===== src/rtl/match_scan_ctrl.sv =====
// Multi-match iterator: accepts a match window and emits each set-bit index over a valid/ready handshake.
// Optional macro SCAN_REVERSE_EN emits indices highest-first instead of lowest-first.
module match_scan_ctrl #(
    parameter int WINSIZE = 200,
    parameter int IDXW    = $clog2(WINSIZE),
    parameter int CNTW    = $clog2(WINSIZE + 1)
) (
    input  logic               clk,
    input  logic               rst,
    input  logic               in_valid,
    output logic               in_ready,
    input  logic [WINSIZE-1:0] in_vec,
    input  logic               flush,
    output logic               out_valid,
    input  logic               out_ready,
    output logic [IDXW-1:0]    out_idx,
    output logic               out_last,
    output logic               done,
    output logic [CNTW-1:0]    count,
    output logic               busy
);

    typedef enum logic {
        IDLE,
        SCAN
    } state_t;

    localparam logic [WINSIZE-1:0] ONE = WINSIZE'(1);

    state_t             state_q;
    logic [WINSIZE-1:0] vec_q, vec_d;
    logic [CNTW-1:0]    count_q, count_d;
    logic               done_q;
    logic [IDXW-1:0]    enc_idx;
    logic               single_bit;

`ifdef SCAN_REVERSE_EN
    // Bit-reversing the input, taking the lowest set bit and mapping back
    // is the same as selecting the highest set bit directly.
    function automatic logic [IDXW-1:0] encode(input logic [WINSIZE-1:0] v);
        logic [IDXW-1:0] idx;
        idx = '0;
        for (int unsigned i = 0; i < WINSIZE; i++) begin
            if (v[i]) idx = IDXW'(i);
        end
        return idx;
    endfunction
`else
    function automatic logic [IDXW-1:0] encode(input logic [WINSIZE-1:0] v);
        logic [IDXW-1:0] idx;
        logic            found;
        idx   = '0;
        found = 1'b0;
        for (int unsigned i = 0; i < WINSIZE; i++) begin
            if (v[i] && !found) begin
                idx   = IDXW'(i);
                found = 1'b1;
            end
        end
        return idx;
    endfunction
`endif

    always_comb begin
        enc_idx    = encode(vec_q);
        single_bit = ((vec_q & (vec_q - ONE)) == '0);
        vec_d      = vec_q & ~(ONE << enc_idx);
        count_d    = count_q + CNTW'(1);
    end

    // flush sits above both handshakes so neither can take effect in its cycle
    always_ff @(posedge clk) begin
        if (rst || flush) begin
            state_q <= IDLE;
            vec_q   <= '0;
            count_q <= '0;
            done_q  <= 1'b0;
        end else begin
            done_q <= 1'b0;
            case (state_q)
                IDLE: begin
                    if (in_valid) begin
                        count_q <= '0;
                        if (in_vec == '0) begin
                            done_q <= 1'b1;
                        end else begin
                            vec_q   <= in_vec;
                            state_q <= SCAN;
                        end
                    end
                end
                SCAN: begin
                    if (out_ready) begin
                        vec_q   <= vec_d;
                        count_q <= count_d;
                        if (single_bit) begin
                            state_q <= IDLE;
                            done_q  <= 1'b1;
                        end
                    end
                end
                default: state_q <= IDLE;
            endcase
        end
    end

    always_comb begin
        in_ready  = (state_q == IDLE);
        busy      = (state_q == SCAN);
        out_valid = (state_q == SCAN);
        out_idx   = (state_q == SCAN) ? enc_idx : '0;
        out_last  = (state_q == SCAN) && single_bit;
        done      = done_q;
        count     = count_q;
    end

endmodule


===== config.mk =====
export PLATFORM = sky130hd
export DESIGN_NAME = match_scan_ctrl
export DESIGN_NICKNAME = d
export VERILOG_FILES = /design/src/rtl/match_scan_ctrl.sv
export SDC_FILE = /design/constraint.sdc
export NUM_CORES = 1
export LEC_CHECK = 0
export ABC_AREA = 1
export CAP_MARGIN = 40
export CORE_UTILIZATION = 56
export DETAILED_ROUTE_END_ITERATION = 10
export PLACE_DENSITY_LB_ADDON = 0.1
export SLEW_MARGIN = 10
export SYNTH_ARGS = -nofsm -noshare
export SYNTH_HDL_FRONTEND = slang
export SYNTH_SLANG_ARGS = --single-unit

===== constraint.sdc =====
create_clock -name clk -period 7.8 [get_ports clk]
set_input_delay 1.56 -clock clk [delete_from_list [all_inputs] [get_ports clk]]
set_output_delay 1.56 -clock clk [all_outputs]
set_load 0.05 [all_outputs]

# --- Yosys cells after proc, flatten, opt, wreduce, memory -nomap -nowiden ---
# Cells that the tools add are included.
# Widths: inputs -> output; s select.
classes:
  add_sub_neg: 2
  n_reduce_logical: 404
  bitwise: 4
  eq_ne: 3
  muxes: 416
  n_shift: 1
ops:
  columns: ["op", "count"]
  rows:
  - ["$mux 8", 199]
  - ["$mux 200", 3]
  - ["$and 200x200->200", 2]
  - ["$logic_not 200->1", 2]
  - ["$pmux 200 s2", 1]
  - ["$mux 1", 208]
  - ["$logic_and 1x1->1", 200]
  - ["$not 200->200", 1]
  - ["$shl 1x8->200 const A", 1]
  - ["$sub 200x1->200 const B", 1]
  - ["$logic_not 1->1", 199]
  - ["$pmux 8 s2", 1]
  - ["$add 8x1->8 const B", 1]
  - ["$ne 2x2->1 const B", 3]
  - ["$mux 2", 2]
  - ["$pmux 1 s2", 2]
  - ["$reduce_and 3->1", 1]
  - ["$reduce_and 2->1", 1]
  - ["$logic_or 1x1->1", 1]
  - ["$not 1->1", 1]
totals:
  register_bits: 210
  wordCells: 834
  inputBits: 205
  output_inout_bits: 21

# --- Depth between registers and ports, before layout ---
# Gate-level depths: netlist of run 1.
depth:
  word_depth: 603
  depth_mapped: 63
  depth_no_buf: 63

# --- Least setup slack after synthesis of run 1 ---
# Ideal clock, no wire load.
synth_path:
  kind: "reg-to-output"
  startpoint: "reg vec_q[2]"
  endpoint: "out out_last"
  path_slack_ns: 0.190
  required_time_ns: 6.240
  path_buffers: 0
  arrival_ns: 6.050
  path_stages_with_launch: 57
  cell_sequence: "dfxtp_1 > nor2_2 > nand2_2 > nor3_4 > nand2_2 > inv_2 > nand2_2 > nor2_4 > inv_2 > nor2_8 > inv_6 > nor2_4 > nand2_2 > nor2_2 > inv_2 > nor2_8 > inv_4 > nor2_8 > (+21 left out) > nor2_4 > nand2_2 > nor2_2 > inv_2 > nor2_4 > inv_2 > nor2_4 > inv_2 > nor2_4 > inv_2 > nor2_4 > inv_4 > o21ai_2 > inv_1 > or4_4 > nor2_2 > nand4_1 > nor2_1"
synth_via:
  elab_chain_cells: 4
synth_lines:
  columns: ["item", "line", "text"]
  rows:
  - ["start: declaration", "31", "logic [WINSIZE-1:0] vec_q, vec_d;"]
  - ["start signal: assignment", "87", "vec_q <= in_vec;"]
  - ["start signal: assignment", "94", "vec_q <= vec_d;"]
  - ["$sub 200x1->200", "66", "single_bit = ((vec_q & (vec_q - ONE)) == '0);"]
  - ["$and 200x200->200 *", "66", null]
  - ["$logic_not 200->1 *", "66", null]
  - ["$logic_and 1x1->1 *", "112", "out_last = (state_q == SCAN) && single_bit;"]
  - ["end: declaration", "17", "output logic out_last,"]
# Every way passes the cells marked *; elsewhere a longest branch is shown, timed or not.

# --- Worst setup path in the final report of run 1 ---
layout_path:
  startpoint: "reg vec_q[1]"
  endpoint: "out out_last"
# Same word-level chain as after synthesis.

==> results of run 1 <==
==> worst min path at each step <==
| stage | from | endpoint | slack [ps] | cells past startpoint |
|---|---|---|---|---|
| after detailed placement | count[7] | count[7] | 470 | 2 |
| after floorplan | vec_q[197] | vec_q[197] | 480 | 2 |
| after CTS | count[7] | count[7] | 480 | 2 |
| final | count[7] | count[7] | 480 | 2 |
| after global placement | count[7] | count[7] | 470 | 2 |
| after global routing | count[7] | count[7] | 520 | 2 |
==> kinds of logic (layout without fill, tap and decap cells) <==
group,after synthesis,after routing,synth area share (%)
buf+inv,537,774,12.8
simple gates,1359,1359,38.0
compound gates,616,616,22.6
fa+ha+maj,7,7,0.451
flops,210,210,26.1
==> sequential cells by signal, indices dropped and copies added (netlist names) <==
signal / flops
busy: 1
count: 8
done: 1
vec_q: 200
==> metal layers <==
metal | vias up | wire, um | GRT usage (%)
met5 | - | 0 | 0
met4 | 0 | 1890 | 12.8
met3 | 136 | 4810 | 5.20
met2 | 946 | 24000 | 57.3
met1 | 9120 | 23300 | 48.0
li1 | 9753 | - | -
==> placed cells by master (no fill, tap or decap), types with 21 or more instances in the layout <==
master           synthesis  layout
nand4_1                 80      80
nand2_1                560     550
o21ai_0                270     268
clkbuf_16                0      25
nor2_4                  16      25
nor3_1                  53      50
a21oi_1                 42      42
nor2_2                   8      21
dfxtp_1                210     202
inv_2                   20      23
inv_1                  394     387
a31oi_1                206     204
clkdlybuf4s50_1          0     216
nand3_1                135     131
buf_4                    2      87
nor4_1                  95      94
a2111oi_0               25      22
nor2_1                 372     350
==> through the flow <==
step	hold slack (ps)	util, %
after CTS	481	70.9
after floorplan	483	-
after global placement	475	66.7
final	481	72.2
after global routing	524	72.2
after detailed placement	472	66.8
==> area by class of cell <==
type | instances | area (um2)
inverters | 419 | 1600
clock inverters | 9 | 97.6
multi-input cells | 1982 | 10100
well taps | 378 | 473
repair buffers | 314 | 3030
flip-flops and latches | 210 | 4220
clock buffers | 32 | 702
fillers | 2453 | 7800
==> power by group through the flow <==
stage / clock (mW) / sequential (mW) / combinational [mW]
3_3_place_gp: 0 / 1.22 / 0.714
6_report: 1.17 / 1.20 / 0.779
4_1_cts: 1.18 / 1.20 / 0.747
2_1_floorplan: 0 / 1.20 / 0.457
3_5_place_dp: 0 / 1.22 / 0.724
5_1_grt: 1.22 / 1.21 / 0.855
==> repair_timing <==
| action | in CTS | in global routing |
|---|---|---|
| resized for setup | 24 | 61 |
| setup buffers | 35 | 20 |
| pin swaps | 17 | 27 |
| endpoints found under the setup margin | 6 | 9 |
==> cell usage after synthesis, types with 2 or more instances <==
library cell | number | share of area, %
o21ai_1 | 3 | 0.093
inv_1 | 394 | 9.2
nor2_1 | 372 | 8.7
buf_1 | 6 | 0.14
o41ai_1 | 2 | 0.11
a311oi_1 | 2 | 0.11
nand2_1 | 560 | 13
o22ai_1 | 3 | 0.12
and3_1 | 2 | 0.078
nor2_4 | 16 | 1.1
a31oi_1 | 206 | 8.0
nor2_2 | 8 | 0.31
nand3b_1 | 3 | 0.14
o21a_1 | 2 | 0.093
nor2_8 | 5 | 0.62
inv_4 | 3 | 0.12
nor4_1 | 95 | 3.7
clkbuf_1 | 105 | 2.4
o211ai_1 | 14 | 0.65
a21oi_1 | 42 | 1.3
a221oi_1 | 2 | 0.11
nor3b_1 | 4 | 0.19
o2111ai_1 | 11 | 0.60
maj3_1 | 6 | 0.37
o21ai_0 | 270 | 8.4
a21boi_0 | 7 | 0.33
inv_2 | 20 | 0.47
dfxtp_1 | 210 | 26
nand4_1 | 80 | 3.1
a2111oi_0 | 25 | 1.4
buf_4 | 2 | 0.093
nor3_1 | 53 | 1.6
o31ai_1 | 5 | 0.23
o311ai_0 | 2 | 0.11
o221ai_1 | 2 | 0.11
nand2_2 | 8 | 0.31
nand3_1 | 135 | 4.2
a211oi_1 | 11 | 0.51
or2_2 | 13 | 0.51
==> worst max-delay path: cells and delay by family, from the launching register on <==
family / cells / cell delay, ps
simple gates: 40 / 4130
flops: 1 / 350
compound gates: 1 / 100
buf+inv: 21 / 1410
==> impl_metrics.csv, run 1 <==
group,metric,value,unit
cells_and_area,n_antenna_cell,0,
routing,drtPass1Iterations,9,
timing,tns,-643,ps
clock_tree,clk_latency,540,ps
synth,synth-seq-cells,210,
timing,finalSetupViolations,5,
critical_path,crit_required,6240,ps
floorplan,die_area,29400,um2
routing,drt-wirelength-per-cell,16.1,um
cells_and_area,design_area,20200,um2
placed_design,placed_cells,3248,
flow_run,cap_violations,0,
critical_path,path_class,"register to output port",
routing,vias_per_cell,5.97,
cells_and_area,fin_nets,3157,
clock_tree,cts_hold_buf,0,
routing,initialDrtViolationCount,2456,
power,sequentialPowerShare,38.2,%
synth,synthArstFlopShare,0,%
cells_and_area,drive_gt1_share,9.44,%
min_path,worstHoldPathType,"register to register",
clock_tree,root_buffer,"clkbuf_16",
critical_path,crit_fanout,5,
critical_path,timing.rr.end,"done",
synth,syn-mean-instance-area,5.90,um2
floorplan,boundaryPins,226,
power,ir_drop,138,uV
timing,rsz0062_at_grt,"yes",
clock_tree,clk_path_buf_depth,3,
synth,ys.flop_type,"dfxtp_1",
floorplan,rows,61,
timing,worstMarginPinSlew,1160,ps
floorplan,die_w,172,um
synth,netlist_area,16100,um2
critical_path,crit_path_end,"out_last",
grt,grt_max_degree,303,
grt,grt_pass1_wl,85.9,mm
critical_path,r2r_cells,65,
routing,route.antenna.remaining_nets,0,
placed_design,pre_cts_ws,65.5,ps
critical_path,startpoint_type,"register",
placed_design,place.gp.congestion,1.06,
synth,synth_edf_count,0,
clock_tree,cts_tree,"built",
critical_path,max_stage_delay,350,ps
clock_tree,path_clk_slew,60,ps
grt,antenna_found_initial,0,
status,failed_checks,"design-rule violations, negative setup slack",
floorplan,core_area,28000,um2
critical_path,reg2reg_slack,1510,ps
status,status,"finished with violations",
synth,synthCells,2729,
clock_tree,h-tree-depth,1,
synth,ys_seq_area_share,26.1,%
timing,post-route-min-period,8080,ps
timing,finalHoldViolCount,0,
critical_path,crit_path_frequent_cell,"nor2_4",
critical_path,cp.arrival,6520,ps
power,switchingPower,1.03,mW
timing,setup_slack,-281,ps
critical_path,timing.rr.start,"vec_q[1]",
timing,slew_violations,0,
synth,netlist-cell-type-count,59,
placed_design,hpwl,39.0,mm
routing,dr_total_vias,20000,
timing,maxSlewHeadroom,22.7,%
routing,drc,1,
timing,fin_crit_sh,104,%
power,clockPowerShare,37.2,%
timing,max_freq,0.124,GHz
power,power.static_leakage,8.58,nW
clock_tree,cts_buffers,24,
grt,grt_pass1_vias,17700,
clock_tree,cts_sinks,210,
timing,skew,20.3,ps
routing,finalWirelength,54.0,mm
power,switching_share,32.6,%
power,pwr-share-comb,24.7,%
critical_path,cp-startpoint,"vec_q[1]",
synth,synth.net_count,2935,
power,intPower,2.13,mW
floorplan,initial_core_util,57.5,%
power,p_per_area,156,nW/um2
placed_design,place_area,18700,um2
grt,grt.overflow.total,0,
cells_and_area,layout.cells.non_filler,3344,
power,finalPower,3.16,mW
synth,synth_warnings,0,
floorplan,die_h,172,um
critical_path,slowest_stage,"dfxtp_2",
critical_path,endpoint_kind,"output port",
cells_and_area,syn2layout_area_growth,25.6,%
grt,track_usage,35.5,%
placed_design,io_buffers,225,
No activity file was read; power rests on OpenSTA's default activity.
==> run 2, diff against run 1 <==
Settings changed: CORE_UTILIZATION 56 to 51.
Clock period 7.8 ns to 6.9 ns, I/O delays scaled along.
==> run 2 against run 1 <==
Compared with the run above:
- the flow still finishes with violations (design-rule violations, negative setup slack)
- register-to-register slack got worse by 850 ps
- sequential share of layout area decreased by 1.7 points
- global-route usage down 1.6 points
- highest routed layer unchanged
- worst setup slack got worse by 730 ps
- largest cell class unchanged
- combinational power is 28% higher
==> impl_metrics.csv, run 2 (same netlist as run 1, synthesis figures left out) <==
group,metric,value,unit
clock_tree,root_buffer,"clkbuf_16",
floorplan,die_w,180,um
clock_tree,cts_hold_buf,0,
power,finalPower,3.69,mW
critical_path,cp.arrival,6540,ps
floorplan,die_area,32300,um2
timing,finalHoldViolCount,0,
cells_and_area,top_register,"vec_q",
floorplan,initial_core_util,52.2,%
routing,drtPass1Iterations,10,
timing,fin_crit_sh,115,%
routing,vias_per_cell,5.77,
critical_path,slowest_stage,"a2111oi_0",
timing,worstMarginPinSlew,1080,ps
critical_path,startpoint_type,"register",
timing,max_freq,0.126,GHz
grt,grt.overflow.total,0,
timing,maxSlewHeadroom,28.2,%
placed_design,hpwl,41.7,mm
critical_path,crit_required,5520,ps
timing,skew,9.88,ps
clock_tree,clk_latency,550,ps
clock_tree,clk_path_buf_depth,3,
cells_and_area,layout_commonest_cell,"nand2_1",
cells_and_area,multiInputGateArea,10200,um2
critical_path,crit_fanout,2,
timing,finalSetupViolations,9,
cells_and_area,seq_area,4210,um2
status,status,"finished with violations",
cells_and_area,utilization,71.1,%
critical_path,timing.rr.end,"done",
routing,initialDrtViolationCount,1969,
floorplan,boundaryPins,226,
placed_design,io_buffers,225,
timing,setup_slack,-1020,ps
grt,track_usage,34.0,%
placed_design,pre_cts_ws,-299,ps
status,failed_checks,"design-rule violations, negative setup slack",
critical_path,max_stage_delay,360,ps
grt,grt_pass1_vias,19100,
clock_tree,cts_tree,"built",
critical_path,path_class,"register to output port",
cells_and_area,fillCellCount,2678,
critical_path,reg2reg_slack,660,ps
clock_tree,cts_sinks,210,
placed_design,place.gp.congestion,0.998,
critical_path,crit_path_frequent_cell,"buf_4",
routing,drt-wirelength-per-cell,15.8,um
grt,antenna_found_initial,0,
routing,route.antenna.remaining_nets,0,
cells_and_area,layout_common_cells,"nand2_1, inv_1, nor2_1, buf_4, o21ai_0",
power,p_per_area,168,nW/um2
cells_and_area,fin_nets,3355,
critical_path,endpoint_kind,"output port",
cells_and_area,syn2layout_area_growth,36.2,%
cells_and_area,n_antenna_cell,0,
timing,rsz0062_at_grt,"yes",
clock_tree,cts_buffers,26,
power,power.static_leakage,9.62,nW
min_path,worstHoldPathType,"register to register",
min_path,whs_path_depth,2,
power,ir_drop,193,uV
min_path,min-delay-start,"count[7]",
floorplan,rows,64,
cells_and_area,drive_gt1_share,14.9,%
cells_and_area,layout.cells.non_filler,3564,
cells_and_area,largest_reg_flops,200,
critical_path,timing.rr.start,"vec_q[3]",
floorplan,die_h,180,um
clock_tree,path_clk_slew,60,ps
grt,grt_pass1_wl,92.5,mm
routing,drc,16,
routing,dr_total_vias,20600,
clock_tree,h-tree-depth,1,
floorplan,core_area,30800,um2
min_path,min_to,"count[7]",
routing,finalWirelength,56.5,mm
timing,slew_violations,0,
flow_run,cap_violations,0,
grt,grt_max_degree,245,
timing,post-route-min-period,7920,ps
critical_path,r2r_cells,52,
placed_design,placed_cells,3465,
==> run 2: cell types whose count changed in the layout (fill, tap and decap cells not counted), moves of 4 or more <==
cell,before,now
nand3_1,131,127
clkinv_2,6,2
nor2_2,21,12
nor2_4,25,32
buf_12,8,14
dfxtp_1,202,207
buf_4,87,273
clkbuf_1,2,10
==> run 2: worst max path at each step <==
| stage | startpoint | endpoint | slack (ps) | cells past startpoint |
|---|---|---|---|---|
| 3_5_place_dp | vec_q[4] | out_last | -300 | 57 |
| 4_1_cts | vec_q[3] | out_last | -700 | 57 |
| 6_report | vec_q[3] | out_last | -1020 | 50 |
| 2_1_floorplan | vec_q[2] | out_last | -210 | 56 |
| 5_1_grt | vec_q[3] | out_last | -1310 | 62 |
| 3_3_place_gp | vec_q[4] | out_last | -160 | 57 |
==> run 2: what timing repair did <==
action | 4_1_cts | 5_1_grt
pin swaps | 13 | 23
buffers inserted | 50 | 1
resized for setup | 45 | 44
setup endpoints to repair | 9 | 9
==> run 2: where the power goes <==
group | leakage [nW] | total, mW | internal, mW | switching, mW
Clock | 0.410 | 1.35 | 0.799 | 0.548
Sequential | 1.72 | 1.34 | 1.27 | 0.0686
Combinational | 7.49 | 0.999 | 0.418 | 0.581
Total | 9.62 | 3.69 | 2.49 | 1.20
==> run 2: cell type report <==
cell class                 count  share of cell area, %
tap                          396                   2.26
inverter                     419                   7.32
sequential                   210                   19.2
clock buffer                  45                   3.75
multi-input combinational   1982                   46.4
timing repair buffer         510                   21.0
clock inverter                 2                 0.0456
==> run 2: per-layer routing <==
metal,global-route usage [%],part of all wire [%]
met1,44.7,44
met2,57.9,46
met4,12.1,3.8
met5,0,0
met3,3.10,6.4
==> run 2: worst max-delay path: cells and delay by family (launching register included) <==
family | cells | cell delay, ps
AOI/OAI and AO/OA | 2 | 450
buffers and inverters | 27 | 2460
DFF | 1 | 330
and+or+nand+nor | 21 | 2740
==> run 2: per-stage QoR <==
step	hold slack [ps]	setup TNS (ps)	area [um2]
2_1_floorplan	483	-215	16100
3_3_place_gp	466	-183	20300
3_5_place_dp	478	-913	20300
4_1_cts	486	-3780	21700
5_1_grt	513	-8340	21900
6_report	484	-4930	21900
